### src/rtl/led_pkg.sv
`default_nettype none
// ============================================================================
// Module   : led_pkg
// Brief    : Shared constants and types for the LED fade/PWM output stage.
// Revision : 1.0
// ============================================================================
package led_pkg;

    localparam int NUM_LEDS     = 8;
    localparam int PWM_BITS_DEF = 8;
    localparam int PRESCALE_DEF = 64;
    localparam int FADE_DIV_DEF = 4;
    localparam int DECAY_DEF    = 16;

    typedef logic [PWM_BITS_DEF-1:0] intensity_t;

    // Counter width that never collapses to zero bits for a modulus of 1.
    function automatic int cnt_width(input int modulus);
        return (modulus > 1) ? $clog2(modulus) : 1;
    endfunction

endpackage
`default_nettype wire

### src/rtl/led_pwm_channel.sv
`default_nettype none
// ============================================================================
// Module   : led_pwm_channel
// Brief    : One LED: intensity register with load/saturating decay and the
//            registered PWM compare output.
// Revision : 1.0
// ============================================================================
module led_pwm_channel
    import led_pkg::*;
#(
    parameter int PWM_BITS = PWM_BITS_DEF,
    parameter int DECAY    = DECAY_DEF
) (
    input  logic                clk,
    input  logic                rst,
    input  logic                frame_tick,
    input  logic                decay_step,
    input  logic                pattern_bit,
    input  logic [PWM_BITS-1:0] brightness,
    input  logic [PWM_BITS-1:0] pwm_cnt,
    input  logic                enable,
    output logic                led_out
);

    // A decay larger than full scale behaves the same as full scale: it
    // always saturates to zero, so clamp it to keep the subtraction in range.
    localparam int c_LEVEL_MAX = (1 << PWM_BITS) - 1;
    localparam int c_DECAY_SAT = (DECAY > c_LEVEL_MAX) ? c_LEVEL_MAX : DECAY;
    localparam logic [PWM_BITS-1:0] c_DECAY = c_DECAY_SAT[PWM_BITS-1:0];

    logic [PWM_BITS-1:0] r_level;
    logic [PWM_BITS-1:0] w_level_nxt;
    logic                r_led;

    always_comb begin
        w_level_nxt = r_level;
        if (frame_tick) begin
            if (pattern_bit) begin
                w_level_nxt = brightness;
            end else if (decay_step) begin
                w_level_nxt = (r_level < c_DECAY) ? '0 : (r_level - c_DECAY);
            end
        end
    end

    always_ff @(posedge clk or posedge rst) begin
        if (rst) begin
            r_level <= '0;
            r_led   <= 1'b0;
        end else begin
            r_level <= w_level_nxt;
            r_led   <= enable && (pwm_cnt < r_level);
        end
    end

    assign led_out = r_led;

endmodule
`default_nettype wire

### src/rtl/led_fade_pwm.sv
`default_nettype none
// ============================================================================
// Module   : led_fade_pwm
// Brief    : Per-LED PWM driver with global brightness and fade-out trails
//            for the rotating LED pattern.
// Revision : 1.0
// ============================================================================
module led_fade_pwm
    import led_pkg::*;
#(
    parameter int PWM_BITS = PWM_BITS_DEF,
    parameter int PRESCALE = PRESCALE_DEF,
    parameter int FADE_DIV = FADE_DIV_DEF,
    parameter int DECAY    = DECAY_DEF
) (
    input  logic                clk,
    input  logic                rst,
    input  logic [NUM_LEDS-1:0] pattern,
    input  logic [PWM_BITS-1:0] brightness,
    input  logic                enable,
    output logic [NUM_LEDS-1:0] led_out,
    output logic                frame_tick
);

    localparam int c_PRESC_W = cnt_width(PRESCALE);
    localparam int c_FADE_W  = cnt_width(FADE_DIV);
    localparam logic [c_PRESC_W-1:0] c_PRESC_MAX = c_PRESC_W'(PRESCALE - 1);
    localparam logic [c_FADE_W-1:0]  c_FADE_MAX  = c_FADE_W'(FADE_DIV - 1);

    logic [c_PRESC_W-1:0] r_presc;
    logic [PWM_BITS-1:0]  r_pwm_cnt;
    logic [c_FADE_W-1:0]  r_fade_cnt;
    logic                 w_presc_wrap;
    logic                 w_frame_tick;
    logic                 w_decay_step;

    assign w_presc_wrap = (r_presc == c_PRESC_MAX);
    assign w_frame_tick = w_presc_wrap && (r_pwm_cnt == '1);
    assign w_decay_step = w_frame_tick && (r_fade_cnt == c_FADE_MAX);
    assign frame_tick   = w_frame_tick;

    always_ff @(posedge clk or posedge rst) begin
        if (rst) begin
            r_presc    <= '0;
            r_pwm_cnt  <= '0;
            r_fade_cnt <= '0;
        end else begin
            if (w_presc_wrap) begin
                r_presc   <= '0;
                r_pwm_cnt <= r_pwm_cnt + 1'b1;
            end else begin
                r_presc <= r_presc + 1'b1;
            end
            if (w_frame_tick) begin
                r_fade_cnt <= (r_fade_cnt == c_FADE_MAX) ? '0 : (r_fade_cnt + 1'b1);
            end
        end
    end

    for (genvar gi = 0; gi < NUM_LEDS; gi++) begin : g_chan
        led_pwm_channel #(
            .PWM_BITS (PWM_BITS),
            .DECAY    (DECAY)
        ) u_chan (
            .clk         (clk),
            .rst         (rst),
            .frame_tick  (w_frame_tick),
            .decay_step  (w_decay_step),
            .pattern_bit (pattern[gi]),
            .brightness  (brightness),
            .pwm_cnt     (r_pwm_cnt),
            .enable      (enable),
            .led_out     (led_out[gi])
        );
    end

endmodule
`default_nettype wire

### config.mk
export PLATFORM = sky130hd
export DESIGN_NAME = led_fade_pwm
export DESIGN_NICKNAME = d
export VERILOG_FILES = /design/src/rtl/led_pkg.sv /design/src/rtl/led_pwm_channel.sv /design/src/rtl/led_fade_pwm.sv
export SDC_FILE = /design/constraint.sdc
export NUM_CORES = 1
export LEC_CHECK = 0
export BUFFER_PORTS_ARGS = -buffer_cell sky130_fd_sc_hd__buf_2
export CAP_MARGIN = 30
export CORE_MARGIN = 2
export CORE_UTILIZATION = 60
export DETAILED_ROUTE_END_ITERATION = 16
export PLACE_DENSITY = 0.79
export SYNTH_ARGS = -nofsm -noshare
export SYNTH_HDL_FRONTEND = slang
export SYNTH_SLANG_ARGS = --single-unit
### constraint.sdc
create_clock -name clk -period 3.6 [get_ports clk]
set_clock_uncertainty 0.2 [all_clocks]
set_input_delay 0.18 -clock clk [delete_from_list [all_inputs] [get_ports clk]]
set_output_delay 0.18 -clock clk [all_outputs]
set_load 0.005 [all_outputs]
Yosys cells after proc, flatten, opt, wreduce, memory -nomap -nowiden
Index checks and enable logic that the tools add are counted.
- muxes and demuxes: 26
- $add $sub $neg: 11
- equality and inequality tests: 3
- reduce and logical (&&, ||, !) cells: 26
- magnitude comparators: 16
- operators by type and width (cell ; count):
    $mux W8 ; 24
    $lt A8 B5 Y1 const B ; 8
    $lt A8 B8 Y1 ; 8
    $sub A8 B5 Y8 const B ; 8
    $reduce_and A2 Y1 ; 8
    $reduce_bool A2 Y1 ; 8
    $logic_and A1 B1 Y1 ; 10
    $add A8 B1 Y8 const B ; 1
    $eq A8 B8 Y1 const B ; 1
    $add A6 B1 Y6 const B ; 1
    $eq A6 B6 Y1 const B ; 1
    $mux W6 ; 1
    $add A2 B1 Y2 const B ; 1
    $eq A2 B2 Y1 const B ; 1
    $mux W2 ; 1
- logic and storage cells: 101
- input bits: 19
- flip-flop bits (word level): 88

Longest topological paths before layout
Gate-level depths: netlist of run 1.
- word-level depth: 5
- gate-level depth with buffers: 9

Hierarchy
From an unflattened synthesis of run 1, not the netlist that was laid out.
- cells, all modules: 558
- area, all modules: 5504.0 sq um
- modules (own cells, without submodules) (module ; area each (sq um) ; cells an instance ; instances ; seq. area each (sq um)):
    led_pwm_channel ; 595.6 ; 62 ; 8 ; 225.2
    led_fade_pwm ; 739.5 ; 62 ; 1 ; 400.4

Worst setup path after synthesis of run 1
No wires, ideal clock.
- path kind: register to register
- from: reg r_pwm_cnt[1]
- to: reg g_chan[3].u_chan.r_level[0]
- required time: 3278 ps
- data arrival time: 2010 ps
- cell stages (with the launch flop): 7
- path slack: 1269 ps
- cell sequence: dfrtp_1 ha_1 nand4_2 or4_4 buf_6 or3_4 a32o_1
- word-level cells in the longest chain between the ends: 5
- ends and longest elaborated chain (item ; line ; text):
    start: declaration ; led_fade_pwm.sv:31 ; logic [PWM_BITS-1:0] r_pwm_cnt;
    start signal: assignment ; led_fade_pwm.sv:50 ; r_pwm_cnt <= r_pwm_cnt + 1'b1;
    $eq A8 B8 Y1 * ; led_fade_pwm.sv:38 ; assign w_frame_tick = w_presc_wrap && (r_pwm_cnt == '1);
    $logic_and A1 B1 Y1 * ; led_fade_pwm.sv:38 ;
    $logic_and A1 B1 Y1 ; led_fade_pwm.sv:39 ; assign w_decay_step = w_frame_tick && (r_fade_cnt == c_FADE_MAX);
    $reduce_bool A2 Y1 (no line) ; n/a ;
    $reduce_and A2 Y1 (no line) * ; n/a ;
    end signal: assignment ; led_pwm_channel.sv:51 ; r_level <= w_level_nxt;
    end: declaration ; led_pwm_channel.sv:31 ; logic [PWM_BITS-1:0] r_level;
Mark *: on every way between the ends. The rest lies on a longest branch, timed or not.
A chain may end at the register's enable or synchronous reset.

Final worst setup path of run 1
- from: reg r_pwm_cnt[1]
- to: out frame_tick
- word-level cells in the longest chain between the ends: 2
- ends and longest elaborated chain (item ; line ; text):
    $eq A8 B8 Y1 ; led_fade_pwm.sv:38 ;
    $logic_and A1 B1 Y1 ; led_fade_pwm.sv:38 ;
    end: declaration ; led_fade_pwm.sv:22 ; output logic frame_tick
No other way between the ends.

==> results by group, run 1 <==
STA
  – Worst Slack Setup Final: between 0.5 and 0.6 ns
  – Final worst path period share: 0.859
  – Slew margin rel.: 0.440
  – RSZ-0062 raised after global routing: no
  – Setup_tns: 0 ns
  – Setup violators final: 0
  – F_max: ~320 MHz
  – Fin. max-slew vios: 0
  – Post-layout min period: about 3.1 ns
  – Slew @ Worst Pin: 0.839 ns
  – Hold Vio Cnt, Final: 0

Clocking
  – Worst-Skew Late Latency: 0.37 ns
  – CTS root buf: clkbuf_8
  – Postcts setup bufs: 0
  – Clock slew at reported path FFs: 0.09 ns
  – H-tree levels: 3
  – Clock Path Buffers: 2
  – CTS Buf Count: 9
  – CTS tree: built
  – TritonCTS Sinks: 88

Floorplan
  – Starting Density: 0.613
  – Die Span Y: 101 um
  – Core Rows: 35
  – Area of the core: 0.00915 sq mm
  – IO Pins: 28
  – Die area: 0.0101 sq mm
  – Die X: roughly 100 um

Cells and area
  – Share of cells above drive strength 1: 0.0932
  – Most common cell after layout, fill and taps aside: dfrtp_1
  – Post-layout util: 0.658
  – Final #Nets: 703
  – ANT cells: 0
  – Commonest non-fill, non-tap cells in the layout: 88 x dfrtp_1, 67 x ha_1, 59 x o21ai_0, 59 x inv_1, 51 x nand2_1
  – Area delta synth->final: 7.34%

Setup path
  – Slowest library cell on the worst path: or4_4
  – Worst R2R End: g_chan[0].u_chan.r_level[1]$_DFFE_PP0P_
  – Max FO, Critical Path: 31
  – Reg2Reg Setup Slack: 0.57 ns
  – Crit path launch type: flop
  – Bufs and invs on worst path: 2
  – Critical path required time: around 3.2 ns
  – Setup CP Type: flop to primary output
  – Worst path arrival time: 2.71 ns
  – Setup crit end kind: primary output
  – Crit-path cells: ha_1 -> nand4_2 -> or4_4 -> inv_2 -> buf_2
  – Crit-path leading delay family: simple AND/OR/NAND/NOR gates
  – R2r startpoint: r_pwm_cnt[1]$_DFFE_PP0N_
  – Register-to-Register Path Depth: 6
  – Critical path's largest stage delay: around 0.66 ns

Logic synthesis
  – Post-synth top area cell: dfrtp_1
  – Sequential fraction of the synthesis area: 0.393
  – Yosys warning count: 0
  – Seq cells post-synth: about 90
  – Unique masters post-synth: 49
  – Post-Syn Area: 0.00561 sq mm
  – Share of synthesized flip-flops with an asynchronous set or reset: 1.00
  – Post-synth top area share: 0.393
  – Main synth FF type: dfrtp_1
  – Mapped Nets: 688
  – Post-synth EDFFs: 0
  – Gate Count Post-Synth: approximately 600
  – Syn avg cell area: around 9.3 sq um
  – Largest cells by area after synthesis: dfrtp_1 39%, ha_1 15%, o21ai_0 5.3%

Global route
  – GRT Total Usage: 0.284
  – First-pass GRT wire length: between 20000 and 25000 um
  – Gr ovfl total: 0
  – Vias in the first global route: 4649
  – Pin count of the biggest net entering global routing: 37
  – Initial antenna violation count: 0

Pwr
  – VDD IR max: around 0.00024 V
  – PwrDens: 302 mW/mm^2
  – Leakage power: approximately 2.8 nW

Drt
  – Number of vias per cell: 6.39
  – Router iterations before antenna repair: 5
  – Via Count: ~4700
  – WL per Instance: about 19 um
  – Initial DRC Count: approximately 330
  – DRC: 0
  – WL final: about 14000 um
  – ANT nets after route: 0

Hold path
  – Hold path depth: 3
  – Hold crit path type: input port to flop
  – Hold endpoint: g_chan[1].u_chan.r_level[7]$_DFFE_PP0P_
  – Hold wc startpoint: pattern[1]

Placement
  – Number of port buffers: 27
  – Dpl hpwl: 9920 um
  – Place WS: ~0.64 ns
  – Placer Congestion: 0.930

Job
  – Max cap viols: 0

Status
  – Status: complete, no violations
-- routing by layer --
layer / global-route usage / vias to the layer above / part of all wire
li1: - / 2231 / -
met1: 0.357 / 2238 / 0.42
met4: 0.171 / 0 / 0.049
met3: 0.0402 / 47 / 0.056
met2: 0.465 / 168 / 0.47
met5: 0 / - / 0
-- registers in the layout (all words and copies together), names as in the netlist --
signal and flops:
g_chan.u_chan.led_out 8, r_fade_cnt 2, r_pwm_cnt 8, r_presc 6, g_chan.u_chan.r_level 64
-- cell type report --
cell class | instances | area [sq um]
fill | 705 | 3130
inverter | 61 | 230
clock inverter | 4 | 27.5
clock buffer | 12 | 165
timing repair buffer | 44 | 283
sequential | 88 | 2200
multi-input combinational | 413 | 2970
tap | 111 | 139
-- cells in the mapped netlist (2+ instances only) --
cell,instances
a211o_1,3
a21boi_0,2
a21o_1,11
a21oi_1,26
a22oi_1,2
a2bb2oi_1,10
a31oi_1,13
a32o_1,28
a32oi_1,6
a41oi_1,2
and3_1,9
and4_1,3
buf_1,7
buf_2,2
buf_4,11
clkbuf_1,17
clkbuf_2,2
dfrtp_1,88
ha_1,67
inv_1,60
nand2_1,51
nand2b_1,11
nand3_1,7
nand4_1,3
nand4b_1,9
nor2_1,27
nor2b_1,3
nor3_1,13
nor4_1,4
nor4b_1,2
o2111ai_1,5
o211ai_1,7
o21ai_0,59
o21ai_1,3
o21bai_1,3
o22ai_1,2
o2bb2ai_1,2
o31a_1,3
xnor2_1,5
xor2_1,5
-- per-stage QoR --
stage	cell area, sq um	total power, W	cells	hold WS [ns]
floorplan	5610	0.00111	602	0.187
global placement	5750	0.00115	709	0.0548
detailed placement	5750	0.00116	709	0.0682
CTS	6020	0.00183	733	0.0138
global route	6020	0.00189	733	0.0342
finish	6020	0.00182	733	0.0177
-- tightest hold or removal path: stages --
cell and delay [ns]:
buf_2 0.18, nand3_1 0.10, o211ai_1 0.08
-- worst max-delay path by stage --
stage                                  start                                      end  depth (start not counted)
floorplan                                rst       g_chan[0].u_chan.led_out$_DFF_PP0_                          1
global placement    r_pwm_cnt[1]$_DFFE_PP0N_  g_chan[0].u_chan.r_level[2]$_DFFE_PP0P_                          6
detailed placement  r_pwm_cnt[1]$_DFFE_PP0N_  g_chan[0].u_chan.r_level[3]$_DFFE_PP0P_                          6
CTS                 r_pwm_cnt[1]$_DFFE_PP0N_                               frame_tick                          5
global route        r_pwm_cnt[1]$_DFFE_PP0N_                               frame_tick                          5
finish              r_pwm_cnt[1]$_DFFE_PP0N_                               frame_tick                          5
-- power by group --
group | internal [W] | switching [W]
registers | 0.000999 | 0.00000784
clock network | 0.000308 | 0.000367
logic | 0.0000452 | 0.0000932
-- kinds of logic (layout without fill, tap and decap cells) --
group | Yosys count | in the layout | synth area share
AO/OA/AOI/OAI | 189 | 189 | 0.230
AND/OR/NAND/NOR | 146 | 146 | 0.133
buffers and inverters | 101 | 121 | 0.0772
flip-flops | 88 | 88 | 0.393
adder cells (fa/ha/maj) | 67 | 67 | 0.149
XOR/XNOR | 10 | 10 | 0.0156
multiplexers | 1 | 1 | 0.00201
-- timing repair --
item	4_1_cts	5_1_grt
endpoints found under the hold margin	45	0
resized for setup	0	0
hold buffers	8	0
No activity file was read; power rests on OpenSTA's default activity.
==> inputs of run 2 (changes only) <==
==> constraint.sdc (replaced) <==
create_clock -name clk -period 3.79 [get_ports clk]
set_clock_uncertainty 0.2 [all_clocks]
set_input_delay 0.1895 -clock clk [delete_from_list [all_inputs] [get_ports clk]]
set_output_delay 0.1895 -clock clk [all_outputs]
set_load 0.005 [all_outputs]
==> run 2 against run 1 <==
  * Total power up 2.4%
  * Largest cell class unchanged
  * Final area up 0.12%
  * Clock-buffer cell count unchanged
==> results by group, run 2 (same netlist as run 1, synthesis figures left out) <==
Clocking
  – Clock Path Buffers: 2 (unchanged)
  – CTS root buf: clkbuf_8
  – CTS Buf Count: 9 (unchanged)
  – Clock slew at reported path FFs: 0.08 ns (about the same)
  – Post-CTS sizing: 0 (unchanged)
  – H-tree levels: 3 (unchanged)
  – Worst-Skew Late Latency: 0.37 ns (about the same)
  – Postcts setup bufs: 0 (unchanged)
  – CTS tree: built
  – TritonCTS Sinks: 88 (unchanged)

Setup path
  – Slowest library cell on the worst path: or4_4
  – Max FO, Critical Path: 34 (+9.7%)
  – Crit path launch type: flop
  – Worst path arrival time: 2.91 ns (+0.20 ns)
  – Critical path required time: 3.40 ns (+0.18 ns)
  – Setup crit end kind: primary output
  – Setup CP Type: flop to primary output
  – Critical path's largest stage delay: 0.66 ns (about the same)
  – Crit-path cells: ha_1 -> nand4_2 -> or4_4 -> inv_2 -> buf_4 -> buf_2

STA
  – Setup violators final: 0 (unchanged)
  – Slew margin rel.: 0.468 (+0.0280)
  – Setup_tns: 0 ns (unchanged)
  – Hold Vio Cnt, Final: 0 (unchanged)
  – RSZ-0062 raised after global routing: no
  – WHS: 0.00107 ns (-0.0166 ns)
  – Post-layout min period: between 3 and 4 ns
  – F_max: ~300 MHz
  – Final worst path period share: 0.871
  – Slew @ Worst Pin: 0.797 ns (-0.0420 ns)
  – Fin. max-slew vios: 0 (unchanged)

Drt
  – ANT nets after route: 0 (unchanged)
  – Via Count: 4596 (-1.9%)
  – WL final: 13500 um (-1.0%)
  – Number of vias per cell: 6.31 (-1.2%)
  – WL per Instance: 18.6 um (-0.34%)
  – Initial DRC Count: 203 (-38%)
  – DRC: 0 (unchanged)
  – Router iterations before antenna repair: 4 (-1)

Pwr
  – VDD IR max: 0.000192 V (-21%)
  – Final Power: 0.00186 W (+2.4%)
  – Leakage power: 2.80 nW (-0.15%)
  – PwrDens: 309 mW/mm^2 (+2.3%)

Global route
  – Gr ovfl total: 0 (unchanged)
  – Vias in the first global route: 4586 (-1.4%)
  – First-pass GRT wire length: 22300 um (-0.28%)
  – GRT Total Usage: 0.285 (+0.00140)
  – Initial antenna violation count: 0 (unchanged)
  – Pin count of the biggest net entering global routing: 56 (+51%)

Floorplan
  – Core Rows: 35 (unchanged)
  – Area of the core: 0.00915 sq mm (unchanged)
  – IO Pins: 28 (unchanged)
  – Starting Density: 0.613 (unchanged)
  – Die X: 101 um (unchanged)
  – Die Span Y: 101 um (unchanged)
  – Die area: 0.0101 sq mm (unchanged)

Placement
  – Dpl hpwl: 9780 um (-1.4%)
  – Placer Congestion: 0.879 (-5.5%)
  – Dpl cells: 707 (-0.28%)
  – Number of port buffers: 27 (unchanged)

Cells and area
  – Final #Nets: 699 (-0.57%)
  – Max reg flops: 64 (unchanged)
  – Fillers: 705 (unchanged)
  – ANT cells: 0 (unchanged)
  – Largest Register: g_chan.u_chan.r_level
  – Share of cells above drive strength 1: 0.0859 (-0.00735)
  – Commonest non-fill, non-tap cells in the layout: 88 x dfrtp_1, 67 x ha_1, 59 x o21ai_0, 59 x inv_1, 51 x nand2_1
  – Area delta synth->final: 7.47%
  – Post-route insts no fill: 728 (-0.68%)
  – Most common cell after layout, fill and taps aside: dfrtp_1

Status
  – Status: complete, no violations

Job
  – Max cap viols: 0 (unchanged)

Hold path
  – Hold crit path type: input port to flop
## run 2: timing repair
item,CTS,global route
hold endpoints to repair,40,0
setup endpoints to repair,0,0
hold buffers,6,0
## run 2: worst paths after layout
| check | startpoint | to | slack [ns] | cells past startpoint |
|---|---|---|---|---|
| max in group asynchronous | rst | g_chan[4].u_chan.r_level[5]$_DFFE_PP0P_ | 2.06 | 4 |
| min in group asynchronous | rst | g_chan[1].u_chan.r_level[0]$_DFFE_PP0P_ | 0.21 | 3 |
| max | r_pwm_cnt[1]$_DFFE_PP0N_ | frame_tick | 0.49 | 6 |
| min | brightness[0] | g_chan[7].u_chan.r_level[0]$_DFFE_PP0P_ | 0.001 | 3 |
| min reg2reg | r_fade_cnt[1]$_DFFE_PP0P_ | r_fade_cnt[1]$_DFFE_PP0P_ | 0.28 | 2 |
| max reg2reg | r_pwm_cnt[1]$_DFFE_PP0N_ | g_chan[0].u_chan.r_level[1]$_DFFE_PP0P_ | 0.78 | 6 |
## run 2: worst max-delay path: cells and delay by family, from the launching register on
family	cells	cell delay, ns
fa+ha+maj	1	0.26
buf+inv	3	0.91
simple gates	2	0.76
flops	1	0.60
## run 2: cell type report
class                           instances  area, sq um  area share
Clock buffer                           12          145      0.0241
Tap cell                              111          139      0.0230
Inverter                               61          230      0.0382
Sequential cell                        88         2200       0.365
Timing Repair Buffer                   40          248      0.0411
Multi-Input combinational cell        413         2970       0.493
Clock inverter                          3         90.1      0.0149
## run 2: metal layers
metal	up-vias	part of all wire	track usage
met3	38	0.048	0.0437
li1	2214	-	-
met1	2201	0.44	0.371
met5	-	0	0
met2	143	0.48	0.467
met4	0	0.034	0.137
## run 2: through the flow
step | worst slack, ns | util | area [sq um]
global placement | 0.942 | 0.626 | 5730
global route | 0.304 | 0.659 | 6030
floorplan | 1.12 | - | 5610
CTS | 0.510 | 0.659 | 6030
finish | 0.488 | 0.659 | 6030
detailed placement | 0.824 | 0.626 | 5730
## run 2: report_power, final
part / internal [W] / total, W / switching [W]
clock: 0.000453 / 0.000777 / 0.000324
sequential: 0.000949 / 0.000956 / 0.00000736
combinational: 0.0000407 / 0.000130 / 0.0000894
